## config.mk

```make
export PLATFORM = sky130hd
export DESIGN_NAME = wash_cycle_ctrl_flat
export DESIGN_NICKNAME = d
export VERILOG_FILES = /design/src/rtl/wash_cycle_ctrl_if.sv /design/src/rtl/wash_cycle_ctrl.sv /design/src/flat_wrapper.sv
export SDC_FILE = /design/constraint.sdc
export NUM_CORES = 1
export LEC_CHECK = 0
export ABC_CLOCK_PERIOD_IN_PS = 4300
export BUFFER_PORTS_ARGS = -buffer_cell sky130_fd_sc_hd__buf_2
export CORE_AREA = 2 2 74 69
export CTS_BUF_LIST = sky130_fd_sc_hd__clkbuf_8
export DETAILED_ROUTE_END_ITERATION = 10
export DIE_AREA = 0 0 76 71
export GPL_ROUTABILITY_DRIVEN = 0
export PLACE_DENSITY = 0.78
export SLEW_MARGIN = 15
export SYNTH_ARGS = -nofsm -noshare
export SYNTH_HDL_FRONTEND = slang
export SYNTH_SLANG_ARGS = --single-unit
```

## constraint.sdc

```tcl
create_clock -name clk -period 4.3 [get_ports clk]
set_input_delay 0.43 -clock clk [delete_from_list [all_inputs] [get_ports clk]]
set_output_delay 0.43 -clock clk [all_outputs]
set_load 0.01 [all_outputs]
```

## src/rtl/wash_cycle_ctrl_if.sv

```systemverilog
// Front-panel and timer-side signals of the washing-machine phase sequencer.
// The master drives the panel/timer inputs; the slave is the sequencer itself.
interface wash_cycle_ctrl_if;
    logic       coin_in;
    logic       double_wash;
    logic       lid_open;
    logic       timer_done;
    logic       fault_clr;
    logic       timer_load;
    logic [1:0] timer_phase;
    logic       timer_pause;
    logic       busy;
    logic       cycle_done;
    logic       fault;
    logic [2:0] phase_cnt;

    modport master (
        output coin_in, double_wash, lid_open, timer_done, fault_clr,
        input  timer_load, timer_phase, timer_pause, busy, cycle_done, fault, phase_cnt
    );

    modport slave (
        input  coin_in, double_wash, lid_open, timer_done, fault_clr,
        output timer_load, timer_phase, timer_pause, busy, cycle_done, fault, phase_cnt
    );
endinterface

```

## src/rtl/wash_cycle_ctrl.sv

```systemverilog
// Washing-machine phase sequencer: fill, wash, rinse, (wash, rinse,) spin with
// lid pause, a latched done-while-paused flag and a per-phase watchdog fault.
module wash_cycle_ctrl #(
    parameter int unsigned WDOG_W     = 32,
    parameter int unsigned WDOG_LIMIT = 1000
) (
    input  logic             clk,
    input  logic             rst_n,
    wash_cycle_ctrl_if.slave bus
);
    typedef enum logic [2:0] {
        S_IDLE, S_LOAD, S_RUN, S_PAUSE, S_DONE, S_FAULT
    } state_e;

    localparam logic [1:0]        PH_FILL   = 2'b00;
    localparam logic [1:0]        PH_WASH   = 2'b01;
    localparam logic [1:0]        PH_RINSE  = 2'b10;
    localparam logic [1:0]        PH_SPIN   = 2'b11;
    localparam logic [WDOG_W-1:0] WDOG_LAST = WDOG_W'(WDOG_LIMIT - 1);

    state_e            state_q, state_d;
    logic [1:0]        phase_q, phase_d;
    logic [2:0]        cnt_q, cnt_d;
    logic              second_q, second_d;
    logic              double_q, double_d;
    logic              pend_q, pend_d;
    logic              coin_q, coin_d;
    logic [WDOG_W-1:0] wdog_q, wdog_d;
    logic              start;

    assign start = bus.coin_in & ~coin_q;

    always_comb begin
        // NOTE: every variable gets its hold value first so no path can infer a latch.
        state_d  = state_q;
        phase_d  = phase_q;
        cnt_d    = cnt_q;
        second_d = second_q;
        double_d = double_q;
        pend_d   = pend_q;
        wdog_d   = wdog_q;
        coin_d   = bus.coin_in;

        unique case (state_q)
            S_IDLE: begin
                if (start) begin
                    double_d = bus.double_wash;
                    phase_d  = PH_FILL;
                    cnt_d    = 3'd0;
                    second_d = 1'b0;
                    pend_d   = 1'b0;
                    state_d  = S_LOAD;
                end
            end
            S_LOAD: begin
                wdog_d  = '0;
                state_d = S_RUN;
            end
            S_RUN: begin
                if (bus.timer_done || pend_q) begin
                    cnt_d   = cnt_q + 3'd1;
                    pend_d  = 1'b0;
                    state_d = S_LOAD;
                    unique case (phase_q)
                        PH_FILL:  phase_d = PH_WASH;
                        PH_WASH:  phase_d = PH_RINSE;
                        PH_RINSE: begin
                            // The first rinse of a double cycle loops back for a second wash.
                            if (double_q && !second_q) begin
                                phase_d  = PH_WASH;
                                second_d = 1'b1;
                            end else begin
                                phase_d = PH_SPIN;
                            end
                        end
                        PH_SPIN:  state_d = S_DONE;
                    endcase
                end else if (bus.lid_open) begin
                    state_d = S_PAUSE;
                end else if (wdog_q == WDOG_LAST) begin
                    state_d = S_FAULT;
                end else begin
                    wdog_d = wdog_q + WDOG_W'(1);
                end
            end
            S_PAUSE: begin
                if (bus.timer_done) pend_d = 1'b1;
                if (!bus.lid_open)  state_d = S_RUN;
            end
            S_DONE: begin
                state_d = S_IDLE;
            end
            S_FAULT: begin
                if (bus.fault_clr) begin
                    cnt_d   = 3'd0;
                    state_d = S_IDLE;
                end
            end
            default: state_d = S_IDLE;
        endcase
    end

    always_ff @(posedge clk) begin
        if (!rst_n) begin
            state_q  <= S_IDLE;
            phase_q  <= PH_FILL;
            cnt_q    <= 3'd0;
            second_q <= 1'b0;
            double_q <= 1'b0;
            pend_q   <= 1'b0;
            wdog_q   <= '0;
            // Reads as "already high" so a coin held through reset needs a fresh 0->1 edge.
            coin_q   <= 1'b1;
        end else begin
            // NOTE: non-blocking updates so every flop samples pre-edge values.
            state_q  <= state_d;
            phase_q  <= phase_d;
            cnt_q    <= cnt_d;
            second_q <= second_d;
            double_q <= double_d;
            pend_q   <= pend_d;
            wdog_q   <= wdog_d;
            coin_q   <= coin_d;
        end
    end

    assign bus.timer_load  = (state_q == S_LOAD);
    assign bus.timer_phase = phase_q;
    assign bus.timer_pause = (state_q == S_PAUSE) || (state_q == S_FAULT);
    assign bus.busy        = (state_q != S_IDLE);
    assign bus.cycle_done  = (state_q == S_DONE);
    assign bus.fault       = (state_q == S_FAULT);
    assign bus.phase_cnt   = cnt_q;
endmodule

```

## src/flat_wrapper.sv

```systemverilog
// flat-port wrapper written by rule: the top's interface ports become plain ports
module wash_cycle_ctrl_flat 
#(
    parameter int unsigned WDOG_W     = 32,
    parameter int unsigned WDOG_LIMIT = 1000
)
  (clk, rst_n, bus_coin_in, bus_double_wash, bus_lid_open, bus_timer_done, bus_fault_clr, bus_timer_load, bus_timer_phase, bus_timer_pause, bus_busy, bus_cycle_done, bus_fault, bus_phase_cnt);
  wash_cycle_ctrl_if bus_i ();
  input  logic clk;
  input  logic rst_n;
  input wire logic [$bits(bus_i.coin_in)-1:0] bus_coin_in;
  input wire logic [$bits(bus_i.double_wash)-1:0] bus_double_wash;
  input wire logic [$bits(bus_i.lid_open)-1:0] bus_lid_open;
  input wire logic [$bits(bus_i.timer_done)-1:0] bus_timer_done;
  input wire logic [$bits(bus_i.fault_clr)-1:0] bus_fault_clr;
  output wire logic [$bits(bus_i.timer_load)-1:0] bus_timer_load;
  output wire logic [$bits(bus_i.timer_phase)-1:0] bus_timer_phase;
  output wire logic [$bits(bus_i.timer_pause)-1:0] bus_timer_pause;
  output wire logic [$bits(bus_i.busy)-1:0] bus_busy;
  output wire logic [$bits(bus_i.cycle_done)-1:0] bus_cycle_done;
  output wire logic [$bits(bus_i.fault)-1:0] bus_fault;
  output wire logic [$bits(bus_i.phase_cnt)-1:0] bus_phase_cnt;
  assign bus_i.coin_in = bus_coin_in;
  assign bus_i.double_wash = bus_double_wash;
  assign bus_i.lid_open = bus_lid_open;
  assign bus_i.timer_done = bus_timer_done;
  assign bus_i.fault_clr = bus_fault_clr;
  assign bus_timer_load = bus_i.timer_load;
  assign bus_timer_phase = bus_i.timer_phase;
  assign bus_timer_pause = bus_i.timer_pause;
  assign bus_busy = bus_i.busy;
  assign bus_cycle_done = bus_i.cycle_done;
  assign bus_fault = bus_i.fault;
  assign bus_phase_cnt = bus_i.phase_cnt;
  wash_cycle_ctrl #(.WDOG_W(WDOG_W), .WDOG_LIMIT(WDOG_LIMIT)) u_core (.clk(clk), .rst_n(rst_n), .bus(bus_i));
endmodule
```

# Word-level counts from Yosys, hierarchy flattened
# Cells that the tools add are included.
dict set report word_totals {
  romBits 0
  word_cells 79
  ram_bits 0
  mem_count 0
  output_inout_bits 10
  input_bits 7
  register_bits 44
  latch_bits 0
}
dict set report classes {
  shifts 0
  bitwise_logic 2
  reduce_logical 18
  magnitude_cmp 0
  n_eq_ne 21
  addsub 2
  n_mux 28
  n_div 0
  mul 0
}
# cell n
set op_table {}
lappend op_table {{2-to-1 mux 32 bit} 3}
lappend op_table {{one-hot mux 32 bit (2 select lines)} 1}
lappend op_table {{adder 32 x 1 -> 32 bit (second input constant)} 1}
lappend op_table {{== test 32 x 10 -> 1 bit (second input constant)} 1}
lappend op_table {{2-to-1 mux 3 bit} 9}
lappend op_table {{AND reduction 4 bit} 5}
lappend op_table {{one-hot mux 3 bit (5 select lines)} 1}
lappend op_table {{inequality test 2 bit (second input constant)} 7}
lappend op_table {{one-hot mux 3 bit (3 select lines)} 1}
lappend op_table {{nonzero test 3 bit} 3}
lappend op_table {{== test 3 x 2 -> 1 bit (second input constant)} 2}
lappend op_table {{== test 3 bit (second input constant)} 2}
lappend op_table {{2-to-1 mux 1 bit} 6}
lappend op_table {{2-to-1 mux 2 bit} 3}
lappend op_table {{inequality test 2 x 1 -> 1 bit (second input constant)} 3}
lappend op_table {{one-hot mux 2 bit (3 select lines)} 1}
lappend op_table {{AND reduction 5 bit} 1}
lappend op_table {{== test 2 bit (second input constant)} 2}
lappend op_table {{inequality test 4 x 2 -> 1 bit (second input constant)} 1}
lappend op_table {{inequality test 4 bit (second input constant)} 1}
lappend op_table {{one-hot mux 2 bit (2 select lines)} 1}
lappend op_table {{nonzero test 2 bit} 2}
lappend op_table {{adder 3 x 1 -> 3 bit (second input constant)} 1}
lappend op_table {{== test 3 x 1 -> 1 bit (second input constant)} 1}
lappend op_table {{11 further kinds} 12}

# Longest topological paths before layout
dict set report depth {
  ltp_word 6
  mapped_depth 7
  depth_no_buf 6
}

# Least setup slack after synthesis
# OpenSTA, ideal clock, no wires.
dict set report synth_timing {
  path_type {register -> register}
  start {reg u_core.state_q[1]}
  end {reg u_core.wdog_q[17]}
  t_required_ns 4.180
  stages_incl_launch_ff 8
  setup_slack_ns 2.368
  arrival_time_ns 1.813
  period_less_slack_ns 1.932
  setup_ns 0.120
  path_buffers 2
  cell_sequence {dfxtp_1 > or3b_2 > buf_2 > o21ai_2 > o211ai_2 > and3_1 > buf_2 > a211o_1}
}
dict set report synth_via {
  elab_chain_cells 3
  elab_cells_between_ends 8
  classes_between {eq/ne (5); mux (1); reduce/logical (2)}
}
# item line
set synth_lines {}
lappend synth_lines {{start: declaration} wash_cycle_ctrl.sv:21} ;# state_e state_q, state_d;
lappend synth_lines {{start signal: assignment} wash_cycle_ctrl.sv:116} ;# state_q <= state_d;
lappend synth_lines {{== test 3 x 2 -> 1 bit / == test 3 x 1 -> 1 bit (equally long branches)} wash_cycle_ctrl.sv:44} ;# unique case (state_q)
lappend synth_lines {{inequality test 2 bit (no source line) / nonzero test 2 bit (equally long branches)} --}
lappend synth_lines {{AND reduction 4 bit (no source line)} --}
lappend synth_lines {{end signal: assignment} wash_cycle_ctrl.sv:122} ;# wdog_q <= wdog_d;
lappend synth_lines {{end: declaration} wash_cycle_ctrl.sv:28} ;# logic [WDOG_W-1:0] wdog_q, wdog_d;
# Parallel ways exist; a longest one is shown, timed or not.
# A chain may end at the register's enable or synchronous reset.

# Worst setup path in the final report
dict set report layout_timing {
  start {reg u_core.state_q[1]}
  end {reg u_core.wdog_q[19]}
}
# The elaborated chain is that of the path after synthesis.

==> reports/qor.yml <==
routing:
  wirelength_um: 6910
  drc: 0
  wl_per_cell_um: 16.98
  via_per_inst: 6.531
  vias: 2658
  drt_iter0_markers: 283
  postRouteAntennaNets: 0
  first_pass_iters: 4
critical_path:
  criticalPathCategory: "reg2reg"
  worstSetupStartpointType: "register"
  critPathCaptureType: "register"
  cp_data_required_time_ns: 4.53
  crit_arrival_ns: 2.94
  crit_fanout: 23
global_routing:
  grt_pass1_wl_um: 11560
  overflow: 0
  grt_max_degree: 24
  grt_usage_pct: 26.48
  antenna_found_initial: 0
  grt_pass1_vias: 2439
sta:
  post-route-period-util_pct: 63.08
  setup_violations: 0
  slew_violations: 0
  setup_ws_ns: 1.587
  relSlewSlack_pct: 54.78
  rsz0062_at_grt: "no"
  max_freq_mhz: 368.7
  hold_viol_final: 0
  fin_setup_tns_ns: 0
  fin_skew_ns: 0.003571
  period_needed_ns: 2.713
  worstMarginPinSlew_ns: 0.6783
  whs_ns: 0.3223
synth:
  synth_edf_count: 0
  syn-instance-count: 332
  syn_area_um2: 2664
  ys_warn_count: 0
  synthFlopType: "dfxtp_1"
  yosys.area.top_type: "dfxtp_1"
  synth_fp_nets: 345
  synth_cell_types: 58
  ys_ff_latch: 44
  synth.top_cell.area_share_pct: 33.07
  synthTopCellsByArea: "dfxtp_1 33%, nand2_1 5.6%, nand3_1 4.1%"
  synth-async-reset-ratio_pct: 0
  synth-seq-area-share_pct: 33.07
  avgSynthCellArea_um2: 8.024
final_layout:
  final_area_um2: 2865
  antenna_cells: 0
  nFillCells: 437
  area_delta_synth_final_pct: 7.562
  seqCellArea_um2: 880.8
  multi_input_area_um2: 1674
  fin_nets: 354
  layout-drive-gt1-share_pct: 10.82
clock_network:
  post_cts_buffers: 0
  clock_sinks: 44
  clockBufferDepth: 2
  numCtsBuffers: 5
  cts.reportedPaths.clkPinSlew_ns: 0.08
  cts_resized: 0
  cts-root-buf: "clkbuf_8"
  insertion_delay_ns: 0.31
  cts_hold_buffers: 0
  tritoncts: "built"
  htreeDepth: 2
pwr:
  power_switching_uw: 178.8
  p_int_uw: 547.4
  vdd.ir_drop.worst_v: 0.0001974
  seq_power_share_pct: 56.6
  p_total_uw: 726.1
  p_comb_share_pct: 5.0
  p_per_area_nw_per_um2: 253.4
  p_sw_share_pct: 24.62
  p_clk_share_pct: 38.4
  leakage_uw: 0.001088
floorplanning:
  die_w_um: 76
  boundaryPins: 17
  die-area_um2: 5396
  num_rows: 24
  die_y_um: 71
  coreArea_um2: 4654
  floorplan.initialDensity_pct: 57.23
job:
  maxCapViolCount: 0
placement:
  placed_area_um2: 2773
  dp_slack_ns: 1.641
  dp_hpwl_um: 4892
  portBuffers: 16
min_path:
  hold_path.class: "in2reg"
status:
  outcome: "completed"
-- synthesized netlist by cell type (4+ instances only) --
library cell / n
a211o_1: 8
a21oi_1: 14
a31oi_1: 4
and3_1: 14
and4_1: 5
buf_2: 5
clkbuf_1: 10
dfxtp_1: 44
ha_1: 6
inv_1: 11
nand2_1: 40
nand2b_1: 5
nand3_1: 22
nand4_1: 13
nor2_1: 18
nor3_1: 13
nor4_1: 11
o211ai_1: 14
o21ai_0: 10
o31ai_1: 8
or3_1: 5
-- layout by cell type (no fill, tap or decap), types with 4 or more instances in the layout --
cell type,synthesis,final
dfxtp_1,44,44
buf_2,5,16
o31ai_1,8,8
nor4_1,11,11
a211o_1,8,8
nor2_1,18,18
nand2_1,40,40
inv_1,11,11
ha_1,6,6
a21oi_1,14,14
nand2b_1,5,5
clkbuf_8,0,6
nand3_1,22,22
or3_1,5,5
o211ai_1,14,14
o21ai_0,10,10
nor3_1,13,13
nand4_1,13,13
and4_1,5,5
a31oi_1,4,4
and3_1,14,14
-- kinds of logic (layout without fill, tap and decap cells) --
family | after synthesis | count (layout) | share of synthesized area [%]
buffers and inverters | 27 | 37 | 4.321
adder cells (fa/ha/maj) | 6 | 6 | 2.818
multiplexers | 2 | 2 | 0.7516
flip-flops | 44 | 44 | 33.07
AO/OA/AOI/OAI | 88 | 88 | 24.57
AND/OR/NAND/NOR | 165 | 165 | 34.48
-- power groups by stage --
| stage | sequential (uW) | clock, uW | combinational, uW |
|---|---|---|---|
| 4_1_cts | 411 | 281 | 36.2 |
| 5_1_grt | 411 | 294 | 39.7 |
| 2_1_floorplan | 420 | 0 | 23.5 |
| 3_3_place_gp | 420 | 0 | 35.8 |
| 3_5_place_dp | 421 | 0 | 35.9 |
| 6_report | 411 | 279 | 36.3 |
-- layer usage --
metal	wire length (um)	part of all wire, %	vias to the layer above	global-route usage (%)
li1	-	-	1305	-
met1	3336	48	1257	36.38
met2	3158	46	86	42.56
met3	327	4.7	10	4.719
met4	87	1.3	0	8.889
met5	0	0	-	0
-- final timing paths --
path / startpoint / end / slack [ns] / depth (start not counted)
max: u_core.state_q[1]$_SDFFE_PN0P_ / u_core.wdog_q[19]$_SDFFE_PN0P_ / 1.59 / 5
min: bus_coin_in / u_core.coin_q$_SDFF_PN1_ / 0.32 / 2
max reg2reg: u_core.state_q[1]$_SDFFE_PN0P_ / u_core.wdog_q[19]$_SDFFE_PN0P_ / 1.59 / 5
min reg2reg: u_core.second_q$_SDFFE_PN0P_ / u_core.second_q$_SDFFE_PN0P_ / 0.48 / 2
-- layout make-up --
type	count	area share, %
Multi-Input combinational cell	261	58.43
Sequential cell	44	30.74
Timing Repair Buffer	18	3.319
Clock buffer	6	2.882
Tap cell	65	2.838
Inverter	11	1.441
Clock inverter	2	0.3493
-- critical path, stage by stage (launching register included) --
cell and delay, ns:
dfxtp_1 0.55, or3b_1 0.69, nor3_4 0.44, o211ai_4 0.31
or4_1 0.55, o211ai_1 0.09
-- flip-flops by register name, summed over array words and instances (netlist names) --
signal / count
u_core.state_q: 3
u_core.pend_q: 1
u_core.second_q: 1
u_core.double_q: 1
u_core.bus.phase_cnt: 3
u_core.coin_q: 1
u_core.bus.timer_phase: 2
u_core.wdog_q: 32
-- through the flow --
step,utilization (%),instances
floorplan,-,332
finish,61.56,407
global placement,59.57,399
detailed placement,59.57,399
global route,61.56,407
CTS,61.56,407
No activity file was read; power rests on OpenSTA's default activity.
